--- src/rtl/multiplier_arbiter_pkg.sv ---
// Shared definitions for the multiplier arbiter: controller state encoding
// and the default operand width.
package multiplier_arbiter_pkg;

  localparam int DEFAULT_WIDTH = 32;

  typedef enum logic [1:0] {
    IDLE    = 2'd0,
    ISSUE   = 2'd1,
    WAIT    = 2'd2,
    RESPOND = 2'd3
  } arb_state_e;

endpackage

--- src/rtl/multiplier_arbiter_if.sv ---
// Requester/response bundle between two requesters and the arbiter.
//   req0_*/req1_* : valid/ready request channels carrying unsigned operands
//   rsp0_valid/rsp1_valid : one-cycle result strobes, rsp_r is the shared product
//   busy : arbiter is in the middle of an operation
// master = requester side, slave = arbiter side.
interface multiplier_arbiter_if
  import multiplier_arbiter_pkg::*;
#(
  parameter int WIDTH = DEFAULT_WIDTH
);

  logic               req0_valid;
  logic               req0_ready;
  logic [WIDTH-1:0]   req0_a;
  logic [WIDTH-1:0]   req0_b;
  logic               req1_valid;
  logic               req1_ready;
  logic [WIDTH-1:0]   req1_a;
  logic [WIDTH-1:0]   req1_b;
  logic               rsp0_valid;
  logic               rsp1_valid;
  logic [2*WIDTH-1:0] rsp_r;
  logic               busy;

  modport master (
    output req0_valid, req0_a, req0_b,
    output req1_valid, req1_a, req1_b,
    input  req0_ready, req1_ready,
    input  rsp0_valid, rsp1_valid, rsp_r, busy
  );

  modport slave (
    input  req0_valid, req0_a, req0_b,
    input  req1_valid, req1_a, req1_b,
    output req0_ready, req1_ready,
    output rsp0_valid, rsp1_valid, rsp_r, busy
  );

endinterface

--- src/rtl/multiplier_iterative.sv ---
// Shift-and-add unsigned multiplier, one partial product per clock.
//   clk       : clock
//   valid_in  : start a new product (restarts any operation in flight)
//   a, b      : unsigned operands, sampled with valid_in
//   valid_out : one-cycle strobe, WIDTH cycles after valid_in
//   r         : 2*WIDTH-bit product, valid with valid_out
// Deliberately has no reset: valid_in always reloads every register, so any
// leftover state from before a reset can only produce a stale valid_out.
module multiplier_iterative
  import multiplier_arbiter_pkg::*;
#(
  parameter int WIDTH = DEFAULT_WIDTH
) (
  input  logic               clk,
  input  logic               valid_in,
  output logic               valid_out,
  input  logic [WIDTH-1:0]   a,
  input  logic [WIDTH-1:0]   b,
  output logic [2*WIDTH-1:0] r
);

  localparam int CW = $clog2(WIDTH + 1);

  logic [2*WIDTH-1:0] acc;
  logic [2*WIDTH-1:0] mcand;
  logic [WIDTH-1:0]   mplier;
  logic [CW-1:0]      cnt;     // steps remaining, 0 = idle

  always_ff @(posedge clk) begin
    valid_out <= 1'b0;
    if (valid_in) begin
      acc    <= '0;
      mcand  <= {{WIDTH{1'b0}}, a};
      mplier <= b;
      cnt    <= CW'(WIDTH);
    end else if (cnt != '0) begin
      if (mplier[0]) acc <= acc + mcand;
      mcand  <= mcand << 1;
      mplier <= mplier >> 1;
      cnt    <= cnt - 1'b1;
      // last step: acc holds the full product after this edge
      if (cnt == CW'(1)) valid_out <= 1'b1;
    end
  end

  assign r = acc;

endmodule

--- src/rtl/multiplier_arbiter.sv ---
// Two-requester round-robin front end for a single iterative multiplier.
//   clk   : clock
//   reset : asynchronous, active-high
//   bus   : requester/response bundle (slave side)
//
// state   | meaning
// --------+-------------------------------------------------------------
// IDLE    | waiting for a request; ready is granted combinationally
// ISSUE   | valid_in pulsed to the multiplier with latched operands
// WAIT    | waiting for multiplier valid_out, result registered on it
// RESPOND | one-cycle rsp strobe to the granted requester
module multiplier_arbiter
  import multiplier_arbiter_pkg::*;
#(
  parameter int WIDTH = DEFAULT_WIDTH
) (
  input  logic                 clk,
  input  logic                 reset,
  multiplier_arbiter_if.slave  bus
);

  arb_state_e         state;
  logic               ptr;        // requester favoured on contention
  logic               grant;      // id of the operation in flight
  logic [WIDTH-1:0]   op_a;
  logic [WIDTH-1:0]   op_b;
  logic               mul_valid_in;
  logic               mul_valid_out;
  logic [2*WIDTH-1:0] mul_r;
  logic               rsp0_q;
  logic               rsp1_q;
  logic [2*WIDTH-1:0] rsp_r_q;
  logic               busy_q;
  logic               idle;
  logic               grant0;
  logic               grant1;

  // Ready is masked during reset so nothing can be accepted while the
  // registers are being forced.
  assign idle   = (state == IDLE) && !reset;
  assign grant0 = idle && bus.req0_valid && (!bus.req1_valid || !ptr);
  assign grant1 = idle && bus.req1_valid && (!bus.req0_valid ||  ptr);

  assign bus.req0_ready = grant0;
  assign bus.req1_ready = grant1;
  assign bus.rsp0_valid = rsp0_q;
  assign bus.rsp1_valid = rsp1_q;
  assign bus.rsp_r      = rsp_r_q;
  assign bus.busy       = busy_q;

  always_ff @(posedge clk or posedge reset) begin
    if (reset) begin
      state        <= IDLE;
      ptr          <= 1'b0;
      grant        <= 1'b0;
      op_a         <= '0;
      op_b         <= '0;
      mul_valid_in <= 1'b0;
      rsp0_q       <= 1'b0;
      rsp1_q       <= 1'b0;
      rsp_r_q      <= '0;
      busy_q       <= 1'b0;
    end else begin
      case (state)
        IDLE: begin
          if (grant0 || grant1) begin
            grant        <= grant1;
            op_a         <= grant1 ? bus.req1_a : bus.req0_a;
            op_b         <= grant1 ? bus.req1_b : bus.req0_b;
            mul_valid_in <= 1'b1;
            busy_q       <= 1'b1;
            state        <= ISSUE;
          end
        end
        ISSUE: begin
          mul_valid_in <= 1'b0;
          state        <= WAIT;
        end
        WAIT: begin
          // valid_out outside WAIT belongs to an abandoned operation
          if (mul_valid_out) begin
            rsp_r_q <= mul_r;
            rsp0_q  <= !grant;
            rsp1_q  <= grant;
            state   <= RESPOND;
          end
        end
        RESPOND: begin
          rsp0_q <= 1'b0;
          rsp1_q <= 1'b0;
          ptr    <= !grant;
          busy_q <= 1'b0;
          state  <= IDLE;
        end
        default: state <= IDLE;
      endcase
    end
  end

  multiplier_iterative #(.WIDTH(WIDTH)) u_mul (
    .clk       (clk),
    .valid_in  (mul_valid_in),
    .valid_out (mul_valid_out),
    .a         (op_a),
    .b         (op_b),
    .r         (mul_r)
  );

endmodule

--- src/flat_wrapper.sv ---
// flat-port wrapper written by rule: the top's interface ports become plain ports
module multiplier_arbiter_flat import multiplier_arbiter_pkg::*;
#(
  parameter int WIDTH = DEFAULT_WIDTH
)
  (clk, reset, bus_req0_valid, bus_req0_a, bus_req0_b, bus_req1_valid, bus_req1_a, bus_req1_b, bus_req0_ready, bus_req1_ready, bus_rsp0_valid, bus_rsp1_valid, bus_rsp_r, bus_busy);
  multiplier_arbiter_if #(.WIDTH(WIDTH)) bus_i ();
  input  logic clk;
  input  logic reset;
  input wire logic [$bits(bus_i.req0_valid)-1:0] bus_req0_valid;
  input wire logic [$bits(bus_i.req0_a)-1:0] bus_req0_a;
  input wire logic [$bits(bus_i.req0_b)-1:0] bus_req0_b;
  input wire logic [$bits(bus_i.req1_valid)-1:0] bus_req1_valid;
  input wire logic [$bits(bus_i.req1_a)-1:0] bus_req1_a;
  input wire logic [$bits(bus_i.req1_b)-1:0] bus_req1_b;
  output wire logic [$bits(bus_i.req0_ready)-1:0] bus_req0_ready;
  output wire logic [$bits(bus_i.req1_ready)-1:0] bus_req1_ready;
  output wire logic [$bits(bus_i.rsp0_valid)-1:0] bus_rsp0_valid;
  output wire logic [$bits(bus_i.rsp1_valid)-1:0] bus_rsp1_valid;
  output wire logic [$bits(bus_i.rsp_r)-1:0] bus_rsp_r;
  output wire logic [$bits(bus_i.busy)-1:0] bus_busy;
  assign bus_i.req0_valid = bus_req0_valid;
  assign bus_i.req0_a = bus_req0_a;
  assign bus_i.req0_b = bus_req0_b;
  assign bus_i.req1_valid = bus_req1_valid;
  assign bus_i.req1_a = bus_req1_a;
  assign bus_i.req1_b = bus_req1_b;
  assign bus_req0_ready = bus_i.req0_ready;
  assign bus_req1_ready = bus_i.req1_ready;
  assign bus_rsp0_valid = bus_i.rsp0_valid;
  assign bus_rsp1_valid = bus_i.rsp1_valid;
  assign bus_rsp_r = bus_i.rsp_r;
  assign bus_busy = bus_i.busy;
  multiplier_arbiter #(.WIDTH(WIDTH)) u_core (.clk(clk), .reset(reset), .bus(bus_i));
endmodule
--- config.mk ---
export PLATFORM = sky130hd
export DESIGN_NAME = multiplier_arbiter_flat
export DESIGN_NICKNAME = d
export VERILOG_FILES = /design/src/rtl/multiplier_arbiter_pkg.sv /design/src/rtl/multiplier_arbiter_if.sv /design/src/rtl/multiplier_iterative.sv /design/src/rtl/multiplier_arbiter.sv /design/src/flat_wrapper.sv
export SDC_FILE = /design/constraint.sdc
export NUM_CORES = 1
export LEC_CHECK = 0
export BUFFER_PORTS_ARGS = -buffer_cell sky130_fd_sc_hd__buf_2
export CAP_MARGIN = 10
export CORE_MARGIN = 2
export CORE_UTILIZATION = 61
export CTS_BUF_LIST = sky130_fd_sc_hd__clkbuf_8
export CTS_CLUSTER_SIZE = 8
export DETAILED_ROUTE_END_ITERATION = 8
export GPL_TIMING_DRIVEN = 0
export HOLD_SLACK_MARGIN = 0.06
export PLACE_DENSITY = 0.86
export SLEW_MARGIN = 40
export SYNTH_ARGS = -nofsm -noshare
export SYNTH_HDL_FRONTEND = slang
export SYNTH_HIERARCHICAL = 1
export SYNTH_SLANG_ARGS = --single-unit
--- constraint.sdc ---
create_clock -name clk -period 6.6 [get_ports clk]
set_clock_uncertainty 0.05 [all_clocks]
set_input_delay 1.65 -clock clk [delete_from_list [all_inputs] [get_ports clk]]
set_output_delay 1.65 -clock clk [all_outputs]
set_load 0.01 [all_outputs]
==> impl_metrics.tcl, run 1 <==
set metrics [dict create \
    fin_crit_sh_pct 66.5 \
    root_buffer "clkbuf_8" \
    vias 13200 \
    final_util_pct 71.3 \
    grt_usage_pct 30.1 \
    fill_cells 1897 \
    cts_resized 0 \
    rows 59 \
    critPathMaxStageDelay_ns 0.29 \
    cp_common_cell "buf_2" \
    drc 0 \
    synth_area_mm2 0.0160 \
    cts.path.max_buffers 3 \
    dieArea_mm2 0.0276 \
    cp-end-kind "output port" \
    start_kind "primary input" \
    grt_max_degree 83 \
    h-tree-depth 2 \
    drive_gt1_share_pct 28.2 \
    hold_viol 0 \
    p_leak_nw 8.51 \
    place_area_mm2 0.0175 \
    drv_cap 0 \
    synth_nets 1843 \
    arrival_ns 2.69 \
    wl_per_cell_um 18.4 \
    seqCellArea_mm2 0.00739 \
    grt.overflow.total 0 \
    crit_type "in2out" \
    yosysUniqueCellTypes 73 \
    synth_edf_count 64 \
    yosysSeqAreaShare_pct 46.1 \
    finalWorstPathRequiredPeriod_ns 4.39 \
    synth_top_area_share_pct 21.2 \
    postSynth.topFlopCell "dfrtp_1" \
    vdd_drop_max_mv 0.279 \
    finalSetupTns_ns 0 \
    slew_viol_final 0 \
    async_reset_ff_share_pct 44.9 \
    synth-seq-cells 303 \
    setup_viol 0 \
    first_global_vias 13300 \
    drt_pre_antenna_iters 6 \
    slowest_stage "and2b_4" \
    cts_tree "built" \
    ctsHoldBuffers 0 \
    synth_warnings 6 \
    ys_top_cells_by_area "dfrtp_1 21%, dfxtp_1 13%, edfxtp_1 12%" \
    cts_inserted_buffers 49 \
    clock_latency_ns 0.59 \
    required_ns 4.90 \
    initial_core_util_pct 61.8 \
    slew-limit-headroom_pct 47.1 \
    crit_fanout 10 \
    multi_input_area_mm2 0.00804 \
    tightest_slew_ns 0.794 \
    clock.fmax_ghz 0.228 \
    via_per_inst 5.83 \
    die_height_um 166 \
    antenna_found_initial 1 \
    holdCritPathClass "reg2reg" \
    drtIter0Drc 1141 \
    avgSynthCellArea_um2 9.76 \
    place_hpwl_mm 31.2 \
    grt_first_pass_wirelength_mm 67.4 \
    path_cells "buf_2 > and2b_4 > nand3_2 > inv_2 > buf_2 > buf_2" \
    gp_congestion 0.943 \
    wl_mm 41.7 \
    status "finished, final reports clean" \
    core_area_mm2 0.0259 \
    rsz0062_at_grt "no" \
    die_x_um 166 \
    synthCells 1641 \
    yosysTopAreaCell "dfrtp_1" \
    finalNetCount 2096 \
    clock_sinks 303 \
    final_area_mm2 0.0185 \
    drtAntennaViolNets 0 \
    portBuffers 200 \
    post_cts_buffers 0 \
    areaGrowthSynthToFinish_pct 15.2 \
    io_pins 201 \
    powerDensity_mw_per_mm2 442 \
    clk_pin_slew_worst_paths_ns 0.06 \
]
per-layer routing:
metal  GRT usage [%]  share of wire, %  vias to the layer above
li1                -                 -                     6321
met1            38.3                41                     6304
met2            51.9                48                      523
met3            5.72               7.5                       94
met4            10.3               3.2                        0
met5               0                 0                        -
cells in the mapped netlist, drive strengths merged, types with 32 or more instances:
master    n
a21oi   289
nand2   285
dfrtp   136
mux2    129
nor2    114
dfxtp   103
ha       69
edfxtp   64
clkbuf   58
o21ai    48
buf      39
a21o     37
xnor2    32
stage by stage:
stage          cells  total power, mW  hold WS (ns)  setup WS (ns)
3_5_place_dp    2178             6.57         0.418           2.23
4_1_cts         2269             8.15         0.409           2.22
3_3_place_gp    2176             6.44         0.409         -0.323
6_report        2270             8.16         0.421           2.21
2_1_floorplan   1641             5.56         0.390           1.26
5_1_grt         2269             8.69         0.442           2.16
final timing paths:
kind,endpoint,slack (ns),start,cells after the start
setup / recovery,bus_req1_ready,2.21,reset,6
hold / removal,u_core/ptr,0.42,u_core/grant,1
setup reg to reg,u_core/u_mul/r[61],2.44,u_core/u_mul/mcand[12],13
hold reg to reg,u_core/ptr,0.42,u_core/grant,1
max in group asynchronous,u_core/bus.rsp_r[31],4.65,reset,3
min in group asynchronous,u_core/bus.rsp1_valid,1.13,reset,2
critical path: cells and delay by family:
kind,cells,cell delay [ns]
buf+inv,4,0.63
simple gates,2,0.39
area by class of cell:
type | count | share of cell area (%)
inverter | 19 | 0.427
antenna | 1 | 0.0136
sequential | 303 | 40.0
clock buffer | 58 | 4.32
clock inverter | 33 | 0.854
timing repair buffer | 202 | 5.68
buffer | 97 | 2.87
multi-input combinational | 1222 | 43.5
tap | 335 | 2.27
registers in the layout (all words and copies together) (netlist names):
| name | count |
|---|---|
| u_core/ptr | 1 |
| u_core/grant | 1 |
| u_core/mul_valid_in | 1 |
| u_core/u_mul/mplier | 32 |
| u_core/bus.rsp1_valid | 1 |
| u_core/op_b | 32 |
| u_core/bus.rsp_r | 64 |
| u_core/op_a | 32 |
| u_core/u_mul/r | 64 |
| u_core/u_mul/mcand | 64 |
| u_core/bus.busy | 1 |
| u_core/bus.rsp0_valid | 1 |
| u_core/u_mul/valid_out | 1 |
| u_core/u_mul/cnt | 6 |
| u_core/state | 2 |
layout by cell type (no fill, tap or decap), types with 16 or more instances in the layout:
cell,instances
mux2_2,129
buf_2,219
clkbuf_1,57
ha_1,69
nand3_1,17
dfrtp_1,136
xnor2_1,32
a21oi_2,101
edfxtp_1,64
nor2_1,114
o21ai_0,44
nor3_1,19
clkbuf_8,58
a21oi_1,188
o21bai_1,16
nand4_1,21
a21o_1,37
dfxtp_1,103
inv_1,42
xor2_1,22
nand2_1,283
cell families after synthesis:
logic type      after synthesis  synth area share, %
compound gates              445                 18.3
xor+xnor                     54                 2.95
fa+ha+maj                    70                 5.51
buf+inv                     116                 3.76
flops                       303                 46.1
mux                         130                 9.13
simple gates                523                 14.2
where the power goes:
part           internal (mW)  switching, mW
Sequential              2.61          0.387
Combinational           1.45           2.17
Clock                  0.803          0.740
Total                   4.86           3.30
No activity file was read; power rests on OpenSTA's default activity.
==> run 2, diff against run 1 <==
- CORE_UTILIZATION: 61 -> 55
- PLACE_DENSITY: 0.86 -> 0.82
- clock period: 6.6 -> 3.6 ns (I/O delays scaled with it)
==> run 2 against run 1 <==
Die area up 11%. Combinational power up 86%. Cell count up 2.7%. Setup slack worse by 2.1 ns. Critical endpoint is now u_core/u_mul/r[40]. First-iteration DRC count down 17%. Critical path type is now reg2reg. Largest cell class unchanged. Critical path depth up 9.
==> impl_metrics.tcl, run 2 (synthesized netlist as in run 1, its figures left out) <==
set metrics [dict create \
    crit_type "reg2reg" \
    hold_viol 0 \
    gp_congestion 0.937 \
    drv_cap 0 \
    clock.fmax_ghz 0.287 \
    p_leak_nw 8.64 \
    grt_usage_pct 27.6 \
    rows 62 \
    cts.path.max_buffers 3 \
    critPathMaxStageDelay_ns 0.41 \
    setup_viol 0 \
    vdd_drop_max_mv 0.439 \
    drive_gt1_share_pct 29.5 \
    die_x_um 175 \
    start_kind "flop" \
    tightest_slew_ns 0.841 \
    finalNetCount 2107 \
    slowest_stage "edfxtp_1" \
    via_per_inst 5.67 \
    pre_cts_ws_ns -0.561 \
    worst_slack_ns 0.113 \
    cp_common_cell "buf_4" \
    clk_pin_slew_worst_paths_ns 0.06 \
    place_hpwl_mm 31.9 \
    drt_pre_antenna_iters 5 \
    arrival_ns 3.93 \
    cp-end-kind "flop" \
    core_area_mm2 0.0287 \
    status "finished, final reports clean" \
    holdCritPathClass "in2async" \
    grt.overflow.total 0 \
    first_global_vias 13400 \
    final_cell_mix "283 x nand2_1, 219 x buf_2, 184 x a21oi_1, 136 x dfrtp_1, 129 x mux2_2" \
    vias 13200 \
    fill_cells 2368 \
    slew_viol_final 0 \
    required_ns 4.05 \
    mostFrequentLayoutCell "nand2_1" \
    wl_per_cell_um 18.3 \
    drc 0 \
    fin_crit_sh_pct 96.9 \
    wl_mm 42.6 \
    final_util_pct 65.5 \
    clock_latency_ns 0.59 \
    slew-limit-headroom_pct 43.9 \
    drtAntennaViolNets 0 \
    areaGrowthSynthToFinish_pct 17.3 \
    cts_tree "built" \
    cts_inserted_buffers 50 \
    antenna_found_initial 5 \
    root_buffer "clkbuf_8" \
    die_height_um 175 \
    drtIter0Drc 952 \
    powerDensity_mw_per_mm2 810 \
    crit_fanout 3 \
    grt_first_pass_wirelength_mm 67.9 \
    initial_core_util_pct 55.8 \
    diodes 0 \
    hold_ws_ns 0.297 \
    total_power_mw 15.2 \
    grt_max_degree 42 \
    portBuffers 200 \
    path_cells "ha_1 > fa_1 > a21o_1 > and4_1 > o2111ai_2 > a21oi_2 > a31oi_2 > o41a_1 > o41ai_4 > buf_4 > buf_4 > a21boi_1 > xnor2_1 > nand2_1 > a21oi_1" \
    finalWorstPathRequiredPeriod_ns 3.49 \
    clock_sinks 303 \
    h-tree-depth 2 \
    dieArea_mm2 0.0305 \
    io_pins 201 \
    rsz0062_at_grt "no" \
]
==> run 2: cell count changes in the layout (fill, tap and decap cells not counted), moves of 2 or more <==
cell and change:
bufinv_16 +2, clkbuf_1 -5, o21ai_0 -4, inv_1 +3, o21ai_2 +4, a21oi_2 +4, clkbuf_2 +2, a21oi_1 -4
buf_12 +3, buf_4 +8
==> run 2: layout make-up <==
cell class	count	area, µm²	share of cell area [%]
inverter	19	75.1	0.399
timing repair buffer	215	1210	6.44
clock inverter	37	219	1.16
clock buffer	57	785	4.17
buffer	94	522	2.78
tap	384	480	2.56
sequential	303	7390	39.3
multi-input combinational	1222	8120	43.2
==> run 2: final timing paths <==
check | cells after the start | slack [ns] | start | endpoint
hold reg to reg | 2 | 0.43 | u_core/u_mul/r[36] | u_core/u_mul/r[36]
hold / removal | 2 | 0.30 | reset | u_core/op_b[27]
setup reg to reg | 15 | 0.11 | u_core/u_mul/mcand[0] | u_core/u_mul/r[40]
setup / recovery | 15 | 0.11 | u_core/u_mul/mcand[0] | u_core/u_mul/r[40]
max in group asynchronous | 5 | 2.37 | reset | u_core/bus.rsp_r[60]
min in group clk | 2 | 0.43 | u_core/u_mul/r[36] | u_core/u_mul/r[36]
==> run 2: layer usage <==
metal  up-vias  track usage, %  routed length [µm]
met5         -               0                  58
met4        10            8.89                1220
met3        93            5.53                2880
met2       453            48.1               20600
met1      6303            34.3               17800
li1       6366               -                   -
==> run 2: metrics by stage <==
stage,TNS [ns],instances,area (µm²)
6_report,0,2331,18800
5_1_grt,0,2331,18800
4_1_cts,0,2333,18700
3_5_place_dp,-3.19,2232,17700
3_3_place_gp,-50.57,2225,17500
2_1_floorplan,0,1641,16000
==> run 2: repair_timing <==
item	CTS	global route
pin swaps	5	5
gates cloned	0	0
hold buffers	0	0
setup endpoints to repair	13	18
gates resized for setup	8	16
buffers inserted	7	1
==> run 2: worst max-delay path: cells and delay by family, from the launching register on <==
kind / cells / cell delay (ns)
xor+xnor: 1 / 0.14
compound gates: 8 / 1.52
flops: 1 / 0.41
simple gates: 2 / 0.31
buf+inv: 2 / 0.31
fa+ha+maj: 2 / 0.64
==> run 2: report_power, final <==
| group | leakage [nW] | internal (mW) | switching (mW) |
|---|---|---|---|
| clock | 0.614 | 1.60 | 1.37 |
| sequential | 3.19 | 4.79 | 0.724 |
| combinational | 4.84 | 2.73 | 4.01 |
==> run 3, diff against run 2 <==
- CORE_UTILIZATION: 55 -> 50
- PLACE_DENSITY: 0.82 -> 0.76
==> run 3 against run 2 <==
Die area grew 9.8%. Setup slack worse by 0.063 ns. Via count down 0.26%. Wire length shrank 1.1%. Core utilization fell by 5.7 points. Global-route usage down 2.7 points. Critical path depth is 2 lower. Register-to-register slack got worse by 0.06 ns. Non-clock buffer count up 6. Sequential power is essentially flat. Cell count up 1.1%.
==> impl_metrics.tcl, run 3 (synthesized netlist as in run 1, its figures left out) <==
set metrics [dict create \
    status "finished, final reports clean" \
    endpoint "u_core/u_mul/r[54]" \
    finalNetCount 2113 \
    slew_viol_final 0 \
    clock_latency_ns 0.58 \
    critPathLaunch "u_core/u_mul/mcand[0]" \
    cp-end-kind "flop" \
    first_global_vias 13000 \
    grt.overflow.total 0 \
    place_hpwl_mm 31.5 \
    clock_sinks 303 \
    h-tree-depth 2 \
    areaGrowthSynthToFinish_pct 17.7 \
    tightest_slew_ns 0.846 \
    wl_mm 42.1 \
    gp_congestion 0.924 \
    fill_cells 2740 \
    drtAntennaViolNets 0 \
    cts_inserted_buffers 50 \
    fin_crit_sh_pct 98.6 \
    p_leak_nw 8.66 \
    ff2ff_path_depth 13 \
    drc 0 \
    die_x_um 183 \
    holdCritPathClass "in2async" \
    final_area_mm2 0.0189 \
    grt_max_degree 40 \
    slew-limit-headroom_pct 43.6 \
    drt_pre_antenna_iters 7 \
    timing.rr.end "u_core/u_mul/r[54]" \
    core_area_mm2 0.0316 \
    clock.fmax_ghz 0.282 \
    arrival_ns 3.95 \
    root_buffer "clkbuf_8" \
    crit_fanout 3 \
    wl_per_cell_um 17.9 \
    via_per_inst 5.60 \
    required_ns 4.00 \
    portBuffers 200 \
    place_area_mm2 0.0177 \
    start_kind "flop" \
    drtIter0Drc 984 \
    ctsHoldBuffers 0 \
    setup_viol 0 \
    cts_tree "built" \
    antenna_found_initial 4 \
    crit_type "reg2reg" \
    dieArea_mm2 0.0335 \
    drv_cap 0 \
    grt_first_pass_wirelength_mm 67.0 \
    rrSetupSlack_ns 0.05 \
    drive_gt1_share_pct 29.8 \
    io_pins 201 \
    final_cell_mix "283 x nand2_1, 219 x buf_2, 185 x a21oi_1, 136 x dfrtp_1, 129 x mux2_2" \
    finalWorstPathRequiredPeriod_ns 3.55 \
    rows 65 \
    grt_usage_pct 24.9 \
    final_util_pct 59.8 \
    vdd_drop_max_mv 0.371 \
    clk_pin_slew_worst_paths_ns 0.06 \
    die_height_um 183 \
    cts.path.max_buffers 3 \
    initial_core_util_pct 50.8 \
    mostFrequentLayoutCell "nand2_1" \
    rsz0062_at_grt "yes" \
    vias 13200 \
    powerDensity_mw_per_mm2 803 \
    hold_viol 0 \
    worstReg2RegStart "u_core/u_mul/mcand[0]" \
]
[run 3: timing repair]
item / in CTS / in global routing
setup buffers: 7 / 4
pin swaps: 6 / 7
setup endpoints to repair: 16 / 15
resized for setup: 9 / 17
[run 3: worst min path at each step]
stage | startpoint | end | slack (ns) | cells past startpoint
2_1_floorplan | u_core/u_mul/r[60] | u_core/u_mul/r[60] | 0.39 | 2
3_3_place_gp | u_core/u_mul/cnt[4] | u_core/u_mul/cnt[4] | 0.41 | 2
3_5_place_dp | u_core/u_mul/mcand[61] | u_core/u_mul/mcand[61] | 0.42 | 2
4_1_cts | reset | u_core/ptr | 0.30 | 2
5_1_grt | reset | u_core/ptr | 0.32 | 2
6_report | reset | u_core/ptr | 0.32 | 2
[run 3: layout make-up]
class,instances,area [µm²],area share [%]
antenna,1,2.50,0.0133
buffer,96,528,2.80
clock buffer,58,798,4.23
clock inverter,36,170,0.902
inverter,19,75.1,0.398
multi-input combinational,1222,8140,43.1
sequential,303,7390,39.2
tap,402,503,2.67
timing repair buffer,219,1260,6.71
[run 3: worst max-delay path, stage by stage, from the launching register on]
cell and delay (ns):
edfxtp_1 0.41, ha_1 0.23, fa_2 0.36, a21o_1 0.20, and4_1 0.24, o2111ai_2 0.30, a21oi_4 0.12, o21ai_2 0.22
o31a_1 0.25, o31a_1 0.29, o21ai_4 0.12, a21oi_1 0.21, nor4_1 0.07, a311o_1 0.35
[run 3: stage by stage]
| stage | instances | setup slack, ns | hold slack, ns | power, mW | TNS, ns |
|---|---|---|---|---|---|
| 5_1_grt | 2356 | -0.00797 | 0.322 | 16.1 | -0.00940 |
| 3_5_place_dp | 2250 | -0.662 | 0.418 | 12.1 | -3.67 |
| 6_report | 2356 | 0.0496 | 0.318 | 15.1 | 0 |
| 3_3_place_gp | 2243 | -0.797 | 0.407 | 11.9 | -54.33 |
| 2_1_floorplan | 1641 | 0.336 | 0.390 | 10.2 | 0 |
| 4_1_cts | 2351 | 0.00450 | 0.295 | 15.1 | 0 |
[run 3: layer usage]
layer  GRT usage (%)  wire length [µm]  vias up
li1                -                 -     6380
met5               0                35        -
met1            32.0             17700     6255
met2            42.5             20300      450
met4            7.62              1260        6
met3            4.92              2790       99
[run 3: where the power goes]
part	internal (mW)	switching, mW
Clock	1.48	1.40
Combinational	2.75	4.03
Sequential	4.79	0.702
